--- src/rtl/instr_fetch_stage.sv ---
// ----------------------------------------------------------------------------
// instr_fetch_stage
//   Instruction fetch stage feeding the main decoder. Holds the PC, runs a
//   req/ack handshake with instruction memory, latches one instruction into a
//   single-entry IR and offers it to decode with a valid/ready handshake.
//   Downstream redirects (taken beq, j) discard the current path.
//
// Ports
//   clk, rst_n               clock, asynchronous active-low reset
//   imem_req/imem_addr       fetch request and word-aligned address (out)
//   imem_ack/imem_rdata      fetch completion and instruction word (in)
//   if_valid/id_ready        IR -> decode handshake
//   instr/op/pc_plus4        IR contents, opcode field, IR address + 4
//   redirect/redirect_pc     flush current path and fetch from redirect_pc
//   dbg_state                current FSM state, for observation only
//
// Handshake semantics (both interfaces):
//   A transfer happens exactly on a rising edge where the producer's valid
//   (imem_req for memory requests completing with imem_ack; if_valid towards
//   decode) and the consumer's acceptance (imem_ack; id_ready) are both high.
//   While valid is high and not yet accepted, the producer holds its payload
//   (imem_addr; instr and pc_plus4) stable and does not withdraw valid,
//   except that a redirect withdraws if_valid in the same cycle.
// ----------------------------------------------------------------------------
module instr_fetch_stage #(
    parameter logic [31:0] RESET_PC  = 32'h0000_0000,
    parameter logic [31:0] NOP_INSTR = 32'h0000_0000
) (
    input  logic        clk,
    input  logic        rst_n,
    output logic        imem_req,
    output logic [31:0] imem_addr,
    input  logic        imem_ack,
    input  logic [31:0] imem_rdata,
    output logic        if_valid,
    input  logic        id_ready,
    output logic [31:0] instr,
    output logic [5:0]  op,
    output logic [31:0] pc_plus4,
    input  logic        redirect,
    input  logic [31:0] redirect_pc,
    output logic [1:0]  dbg_state
);

    typedef enum logic [1:0] {
        S_IDLE  = 2'd0,
        S_FETCH = 2'd1,
        S_DRAIN = 2'd2,
        S_HOLD  = 2'd3
    } state_t;

    localparam logic [31:0] RESET_PC_ALIGNED = RESET_PC & ~32'h3;

    state_t      state_q, state_d;
    logic [31:0] pc_q, pc_d;
    logic [31:0] req_addr_q, req_addr_d;
    logic [31:0] ir_q, ir_d;
    logic        ir_valid_q, ir_valid_d;
    logic [31:0] pc_plus4_q, pc_plus4_d;

    logic [31:0] redirect_aligned;
    logic [31:0] seq_pc;
    logic        start_fetch;

    // Low address bits of a redirect target are dropped, never trusted.
    assign redirect_aligned = redirect_pc & ~32'h3;
    // Wraps modulo 2^32 by width truncation.
    assign seq_pc = req_addr_q + 32'd4;

    always_comb begin
        state_d     = state_q;
        pc_d        = pc_q;
        req_addr_d  = req_addr_q;
        ir_d        = ir_q;
        ir_valid_d  = ir_valid_q;
        pc_plus4_d  = pc_plus4_q;
        start_fetch = 1'b0;

        case (state_q)
            S_IDLE: begin
                if (redirect) pc_d = redirect_aligned;
                state_d     = S_FETCH;
                start_fetch = 1'b1;
            end
            S_FETCH: begin
                if (imem_ack) begin
                    if (redirect) begin
                        // Wrong-path data: drop it and issue the new request.
                        pc_d        = redirect_aligned;
                        start_fetch = 1'b1;
                    end else begin
                        ir_d       = imem_rdata;
                        ir_valid_d = 1'b1;
                        pc_plus4_d = seq_pc;
                        pc_d       = seq_pc;
                        state_d    = S_HOLD;
                    end
                end else if (redirect) begin
                    // Request is already outstanding; it must complete
                    // before the new path can be requested.
                    pc_d    = redirect_aligned;
                    state_d = S_DRAIN;
                end
            end
            S_DRAIN: begin
                if (redirect) pc_d = redirect_aligned;
                if (imem_ack) begin
                    state_d     = S_FETCH;
                    start_fetch = 1'b1;
                end
            end
            S_HOLD: begin
                if (redirect) begin
                    ir_valid_d  = 1'b0;
                    pc_d        = redirect_aligned;
                    state_d     = S_FETCH;
                    start_fetch = 1'b1;
                end else if (if_valid && id_ready) begin
                    ir_valid_d  = 1'b0;
                    state_d     = S_FETCH;
                    start_fetch = 1'b1;
                end
            end
            default: begin
                state_d = S_IDLE;
            end
        endcase

        // The request address is captured only when a new request starts,
        // so imem_addr cannot move while imem_req is high.
        if (start_fetch) req_addr_d = pc_d;
    end

    always_ff @(posedge clk or negedge rst_n) begin
        if (!rst_n) begin
            state_q    <= S_IDLE;
            pc_q       <= RESET_PC_ALIGNED;
            req_addr_q <= RESET_PC_ALIGNED;
            ir_q       <= NOP_INSTR;
            ir_valid_q <= 1'b0;
            pc_plus4_q <= 32'h0000_0000;
        end else begin
            state_q    <= state_d;
            pc_q       <= pc_d;
            req_addr_q <= req_addr_d;
            ir_q       <= ir_d;
            ir_valid_q <= ir_valid_d;
            pc_plus4_q <= pc_plus4_d;
        end
    end

    assign imem_req  = (state_q == S_FETCH) || (state_q == S_DRAIN);
    assign imem_addr = req_addr_q;
    assign if_valid  = ir_valid_q & ~redirect;
    assign instr     = if_valid ? ir_q : NOP_INSTR;
    assign op        = instr[31:26];
    assign pc_plus4  = pc_plus4_q;
    assign dbg_state = state_q;

endmodule

--- config.mk ---
export PLATFORM = sky130hd
export DESIGN_NAME = instr_fetch_stage
export DESIGN_NICKNAME = d
export VERILOG_FILES = /design/src/rtl/instr_fetch_stage.sv
export SDC_FILE = /design/constraint.sdc
export NUM_CORES = 1
export LEC_CHECK = 0
export ABC_AREA = 1
export ABC_CLOCK_PERIOD_IN_PS = 3000
export BUFFER_PORTS_ARGS = -buffer_cell sky130_fd_sc_hd__buf_2
export CAP_MARGIN = 40
export CELL_PAD_IN_SITES_DETAIL_PLACEMENT = 1
export CELL_PAD_IN_SITES_GLOBAL_PLACEMENT = 1
export CORE_MARGIN = 1
export CORE_UTILIZATION = 40
export DETAILED_ROUTE_END_ITERATION = 12
export PLACE_DENSITY_LB_ADDON = 0.15
export SYNTH_ARGS = -nofsm -noshare
export SYNTH_HDL_FRONTEND = slang
export SYNTH_SLANG_ARGS = --single-unit
--- constraint.sdc ---
create_clock -name clk -period 3 [get_ports clk]
set_input_delay 0.6 -clock clk [delete_from_list [all_inputs] [get_ports clk]]
set_output_delay 0.6 -clock clk [all_outputs]
set_load 0.02 [all_outputs]
==> results.sh, run 1 <==
export IMPL_status="completed"
export IMPL_synth_area_top_cells="dfrtp_1 (49%), nand2_1 (17%), o21ai_0 (5.8%), inv_1 (5.2%), nor2_1 (4.5%)"
export IMPL_cts_sinks=131
export IMPL_clockBufferDepth=2
export IMPL_synthCells=860
export IMPL_vias=6156
export IMPL_clock_root_buffer="clkbuf_16"
export IMPL_path_buf_inv=4
export IMPL_synth_cell_types=36
export IMPL_holdBufCountCts=0
export IMPL_fmax_mhz=444
export IMPL_grt_pass1_wl_um=32800
export IMPL_synth_flop_cell="dfrtp_1"
export IMPL_io_pins=175
export IMPL_startpoint="redirect"
export IMPL_power_mw=8.88
export IMPL_crit_chain="buf_2, nor2_1, inv_1, buf_4, nor2_1, buf_2"
export IMPL_fillCellCount=2081
export IMPL_synth_edf_count=0
export IMPL_routed_wirelength_um=20100
export IMPL_clk_pin_slew_ns=0.06
export IMPL_finalSetupViolations=0
export IMPL_dpl_cell_count=1217
export IMPL_drtIter0Drc=292
export IMPL_yosysSeqAreaShare_pct=49.2
export IMPL_antenna_found_initial=1
export IMPL_die_w_um=131
export IMPL_cts_resized=0
export IMPL_grt_pass1_vias=6281
export IMPL_area_growth_pct=24.0
export IMPL_crit_slowest_cell="buf_4"
export IMPL_fin_tns_setup_ns=0
export IMPL_cap_viol_max_count=0
export IMPL_synth_common_cells="nand2_1 (298), dfrtp_1 (131), inv_1 (92), nor2_1 (80), o21ai_0 (77)"
export IMPL_internal_power_mw=5.03
export IMPL_post_cts_buffers=0
export IMPL_rows=46
export IMPL_grt_overflow=0
export IMPL_stdcell_count=1250
export IMPL_cts_tree="built"
export IMPL_ys_ff_latch=131
export IMPL_worstPathMaxFanout=32
export IMPL_dr_pass1_iters=4
export IMPL_multiInputGateArea_mm2=0.00279
export IMPL_die_h_um=131
export IMPL_startpoint_type="primary input"
export IMPL_peakVddDrop_mv=0.502
export IMPL_min_period_ns=2.25
export IMPL_regToRegSetupSlack_ns=0.80
export IMPL_maxSlewViolCount=0
export IMPL_async_reset_ff_share_pct=100
export IMPL_p_sw_mw=3.85
export IMPL_ant_nets=0
export IMPL_syn_area_mm2=0.00667
export IMPL_regArea_mm2=0.00328
export IMPL_clk_latency_ns=0.43
export IMPL_ys_warnings_count=0
export IMPL_switching_share_pct=43.3
export IMPL_comb_power_share_pct=40.4
export IMPL_cpPeakStageDelay_ns=0.32
export IMPL_synth_largest_area_cell="dfrtp_1"
export IMPL_pwr_share_clk_pct=24.6
export IMPL_initial_core_util_pct=41.5
export IMPL_end_kind="output pin"
export IMPL_critPathTopFamily="buffers and inverters"
export IMPL_drive_gt1_share_pct=24.1
export IMPL_gp_congestion=0.834
export IMPL_post_drt_wl_per_cell_um=16.1
export IMPL_holdCritPathClass="primary input to async pin"
export IMPL_worstSetupPathType="primary input to output pin"
export IMPL_syn_num_nets=935
export IMPL_relSlewSlack_pct=50.6
export IMPL_r2r_start="imem_addr[2]"
export IMPL_worst_ep_arrival_time_ns=1.65
export IMPL_io_buffer_count=172
export IMPL_grt_max_degree=77
export IMPL_synth_avg_cell_area_um2=7.75
export IMPL_cts_buffers=17
export IMPL_dieArea_mm2=0.0172
export IMPL_p_leak_nw=4.39
export IMPL_fin_nets=1095
export IMPL_track_usage_pct=24.4
export IMPL_hpwl_um=14200
export IMPL_core_area_mm2=0.0161
export IMPL_required_ns=2.40
export IMPL_rsz0062_at_grt="no"
export IMPL_finalCritPeriodShare_pct=75.2
export IMPL_hold_viol_final=0
export IMPL_h_tree_depth=4
export IMPL_fin_skew_ns=0.00971
export IMPL_seqPwrFrac_pct=34.9
export IMPL_p_per_area_mw_per_mm2=1070
export IMPL_post_drt_via_cell_ratio=4.92
export IMPL_yosysMostFrequentCell="nand2_1"
export IMPL_synth_top_area_share_pct=49.2
export IMPL_tightest_slew_ns=0.740
export IMPL_drc_errors=0
cells by family after synthesis:
logic type      count (synthesis)  share of synthesized area, %
flops                         131                          49.2
buf+inv                       137                          9.12
simple gates                  449                          28.2
fa+ha+maj                       6                          1.13
xor+xnor                       16                          2.21
compound gates                121                          10.2
path summary, 6_finish.rpt:
kind	end	cells past startpoint
setup / recovery	instr[2]	6
hold / removal	ir_q[7]	1
setup reg to reg	imem_addr[24]	10
hold reg to reg	pc_plus4[9]	2
max in group asynchronous	pc_plus4[22]	2
min in group clk	ir_q[31]	3
metrics by stage:
step                cell area, um2  setup slack [ns]  hold slack [ns]  utilization (%)
floorplan                     6670             0.419            0.304                -
global placement              7650             0.746            0.457             47.6
detailed placement            7650             0.755            0.462             47.6
CTS                           8270             0.750            0.131             51.5
global route                  8270             0.648            0.159             51.5
finish                        8270             0.745            0.111             51.5
power groups by stage:
stage | clock network [mW] | registers [mW] | logic (mW)
global route | 2.29 | 3.19 | 3.99
finish | 2.19 | 3.10 | 3.59
detailed placement | 0 | 3.13 | 3.60
global placement | 0 | 3.10 | 3.51
CTS | 2.22 | 3.10 | 3.64
floorplan | 0 | 3.46 | 2.01
layout by cell type (no fill, tap or decap), types with 7 or more instances in the layout:
master and n:
a211oi_1 8, a21oi_1 11, buf_2 171, buf_4 8, clkbuf_16 17, dfrtp_1 131
inv_1 92, nand2_1 298, nand3_1 37, nor2_1 80, nor2_4 7, o21ai_0 77
xor2_1 10
routing by layer:
metal  routed length (um)  global-route usage, %
met1                 8980                   31.1
met2                 9720                   40.1
met3                  994                   5.29
met4                  435                   10.0
met5                    0                      0
state kept, by name (all words and copies together) (netlist names):
name / flops
ir_valid_q: 1
pc_q: 32
dbg_state: 2
pc_plus4: 32
imem_addr: 32
ir_q: 32
layout make-up:
type	instances	share of cell area, %
clock inverter	12	1.86
timing repair buffer	181	11.5
clock buffer	20	5.64
multi-input combinational	592	33.7
antenna	1	0.0303
tap	216	3.27
inverter	97	4.40
sequential	131	39.6
(Power assumes the default switching activity.)
==> run 2, diff against run 1 <==
ABC_CLOCK_PERIOD_IN_PS = 1940   (was 3000)
CORE_UTILIZATION = 35   (was 40)
clock period = 1.94 ns   (was 3 ns; I/O delays follow)
==> run 2 against run 1 <==
Sequential power increased by 53%. Clock-buffer cell count unchanged. First-iteration DRC count fell by 26%. Hold slack improved by 0.070 ns. Global-route usage shrank 2.3 points. Flip-flop and latch count stayed put. Critical path depth stayed put. Register-to-register slack got worse by 0.64 ns. Critical endpoint is now op[4]. Highest routed layer unchanged.
==> results.sh, run 2 (synthesized netlist as in run 1, its figures left out) <==
export IMPL_status="completed"
export IMPL_io_pins=175
export IMPL_rows=50
export IMPL_holdCritPathClass="primary input to flip-flop"
export IMPL_hold_viol_final=0
export IMPL_finalCritPeriodShare_pct=96.5
export IMPL_cap_viol_max_count=0
export IMPL_dieArea_mm2=0.0196
export IMPL_cts_buffers=17
export IMPL_gp_congestion=0.851
export IMPL_layout_common_cells="nand2_1 (298), buf_2 (162), dfrtp_1 (130)"
export IMPL_hpwl_um=15200
export IMPL_min_period_ns=1.87
export IMPL_post_drt_via_cell_ratio=4.75
export IMPL_post_drt_wl_per_cell_um=16.2
export IMPL_p_leak_nw=4.54
export IMPL_clk_latency_ns=0.42
export IMPL_regToRegSetupSlack_ns=0.16
export IMPL_multiInputGateArea_mm2=0.00287
export IMPL_final_common_cell="nand2_1"
export IMPL_worstSetupPathType="flip-flop to output pin"
export IMPL_grt_max_degree=77
export IMPL_tightest_slew_ns=0.542
export IMPL_area_growth_pct=30.1
export IMPL_drc_errors=0
export IMPL_min_path_cells=3
export IMPL_relSlewSlack_pct=63.8
export IMPL_dr_pass1_iters=4
export IMPL_fillCellCount=2343
export IMPL_stdcell_count=1294
export IMPL_grt_overflow=0
export IMPL_clk_pin_slew_ns=0.06
export IMPL_antenna_found_initial=0
export IMPL_clock_root_buffer="clkbuf_16"
export IMPL_rsz0062_at_grt="no"
export IMPL_grt_pass1_vias=6320
export IMPL_drive_gt1_share_pct=27.6
export IMPL_track_usage_pct=22.1
export IMPL_drtIter0Drc=215
export IMPL_dpl_cell_count=1259
export IMPL_regArea_mm2=0.00328
export IMPL_seqPwrFrac_pct=33.6
export IMPL_cts_tree="built"
export IMPL_grt_pass1_wl_um=33700
export IMPL_routed_wirelength_um=20900
export IMPL_clockBufferDepth=2
export IMPL_finalSetupViolations=0
export IMPL_core_area_mm2=0.0187
export IMPL_internal_power_mw=7.93
export IMPL_switching_share_pct=43.5
export IMPL_io_buffer_count=172
export IMPL_p_per_area_mw_per_mm2=1620
export IMPL_reg2reg_depth=8
export IMPL_end_kind="output pin"
export IMPL_die_h_um=140
export IMPL_ant_nets=0
export IMPL_maxSlewViolCount=0
export IMPL_cts_sinks=131
export IMPL_initial_core_util_pct=35.7
export IMPL_worst_ep_arrival_time_ns=1.48
export IMPL_fin_nets=1122
export IMPL_pwr_share_clk_pct=22.2
export IMPL_startpoint_type="flip-flop"
export IMPL_comb_power_share_pct=44.2
export IMPL_vias=6142
export IMPL_insertedDiodeCount=0
export IMPL_post_cts_buffers=0
export IMPL_fin_skew_ns=0.00913
export IMPL_worstPathMaxFanout=8
export IMPL_p_sw_mw=6.12
export IMPL_peakVddDrop_mv=0.656
export IMPL_fmax_mhz=534
export IMPL_h_tree_depth=4
export IMPL_required_ns=1.55
export IMPL_fin_tns_setup_ns=0
export IMPL_die_w_um=140
run 2: worst max-delay path, stage by stage (launching register included):
cell and delay, ns:
dfrtp_1 0.37, inv_2 0.06, nor2_4 0.11, inv_4 0.07, clkbuf_16 0.17, nor2_4 0.15
buf_6 0.13
run 2: metrics by stage:
step           area (um2)  setup WS, ns  power (mW)  hold slack [ns]  util, %
2_1_floorplan        6680       -0.0214        8.48           0.0924        -
3_3_place_gp         7950         0.104        10.6            0.306     42.5
3_5_place_dp         7950        0.0408        10.8            0.300     42.5
4_1_cts              8540       0.00612        14.1            0.164     45.7
5_1_grt              8680       0.00165        15.1            0.182     46.4
6_report             8680        0.0677        14.1            0.180     46.4
run 2: final cells by class:
| cell class | instances | share of cell area (%) |
|---|---|---|
| well taps | 234 | 3.37 |
| multi-input cells | 592 | 33.0 |
| repair buffers | 208 | 14.9 |
| clock buffers | 20 | 5.38 |
| clock inverters | 12 | 1.24 |
| inverters | 97 | 4.28 |
| flip-flops and latches | 131 | 37.8 |
run 2: path summary, 6_finish.rpt:
check,from,endpoint
worst max-delay path,ir_valid_q,op[4]
worst min-delay path,imem_rdata[8],ir_q[8]
worst max register to register,dbg_state[1],imem_addr[12]
worst min register to register,pc_plus4[11],pc_plus4[11]
max in group asynchronous,rst_n,pc_q[15]
min in group asynchronous,rst_n,pc_q[3]
run 2: routing by layer:
metal	track usage [%]	wire length, um
met3	3.35	673
met5	0	0
met2	36.6	9980
met1	29.8	10000
met4	6.54	255
run 2: power groups by stage:
stage	Sequential [mW]	Clock (mW)	Combinational, mW
2_1_floorplan	5.35	0	3.12
3_3_place_gp	4.69	0	5.95
3_5_place_dp	4.74	0	6.08
4_1_cts	4.71	3.20	6.17
5_1_grt	4.87	3.29	6.92
6_report	4.73	3.12	6.21
run 2: what timing repair did:
action / CTS / global route
endpoints found under the setup margin: 2 / 57
hold buffers: 1 / 0
pin swaps: 0 / 1
cloned: 0 / 2
endpoints found under the hold margin: 31 / 0
resized for setup: 3 / 30
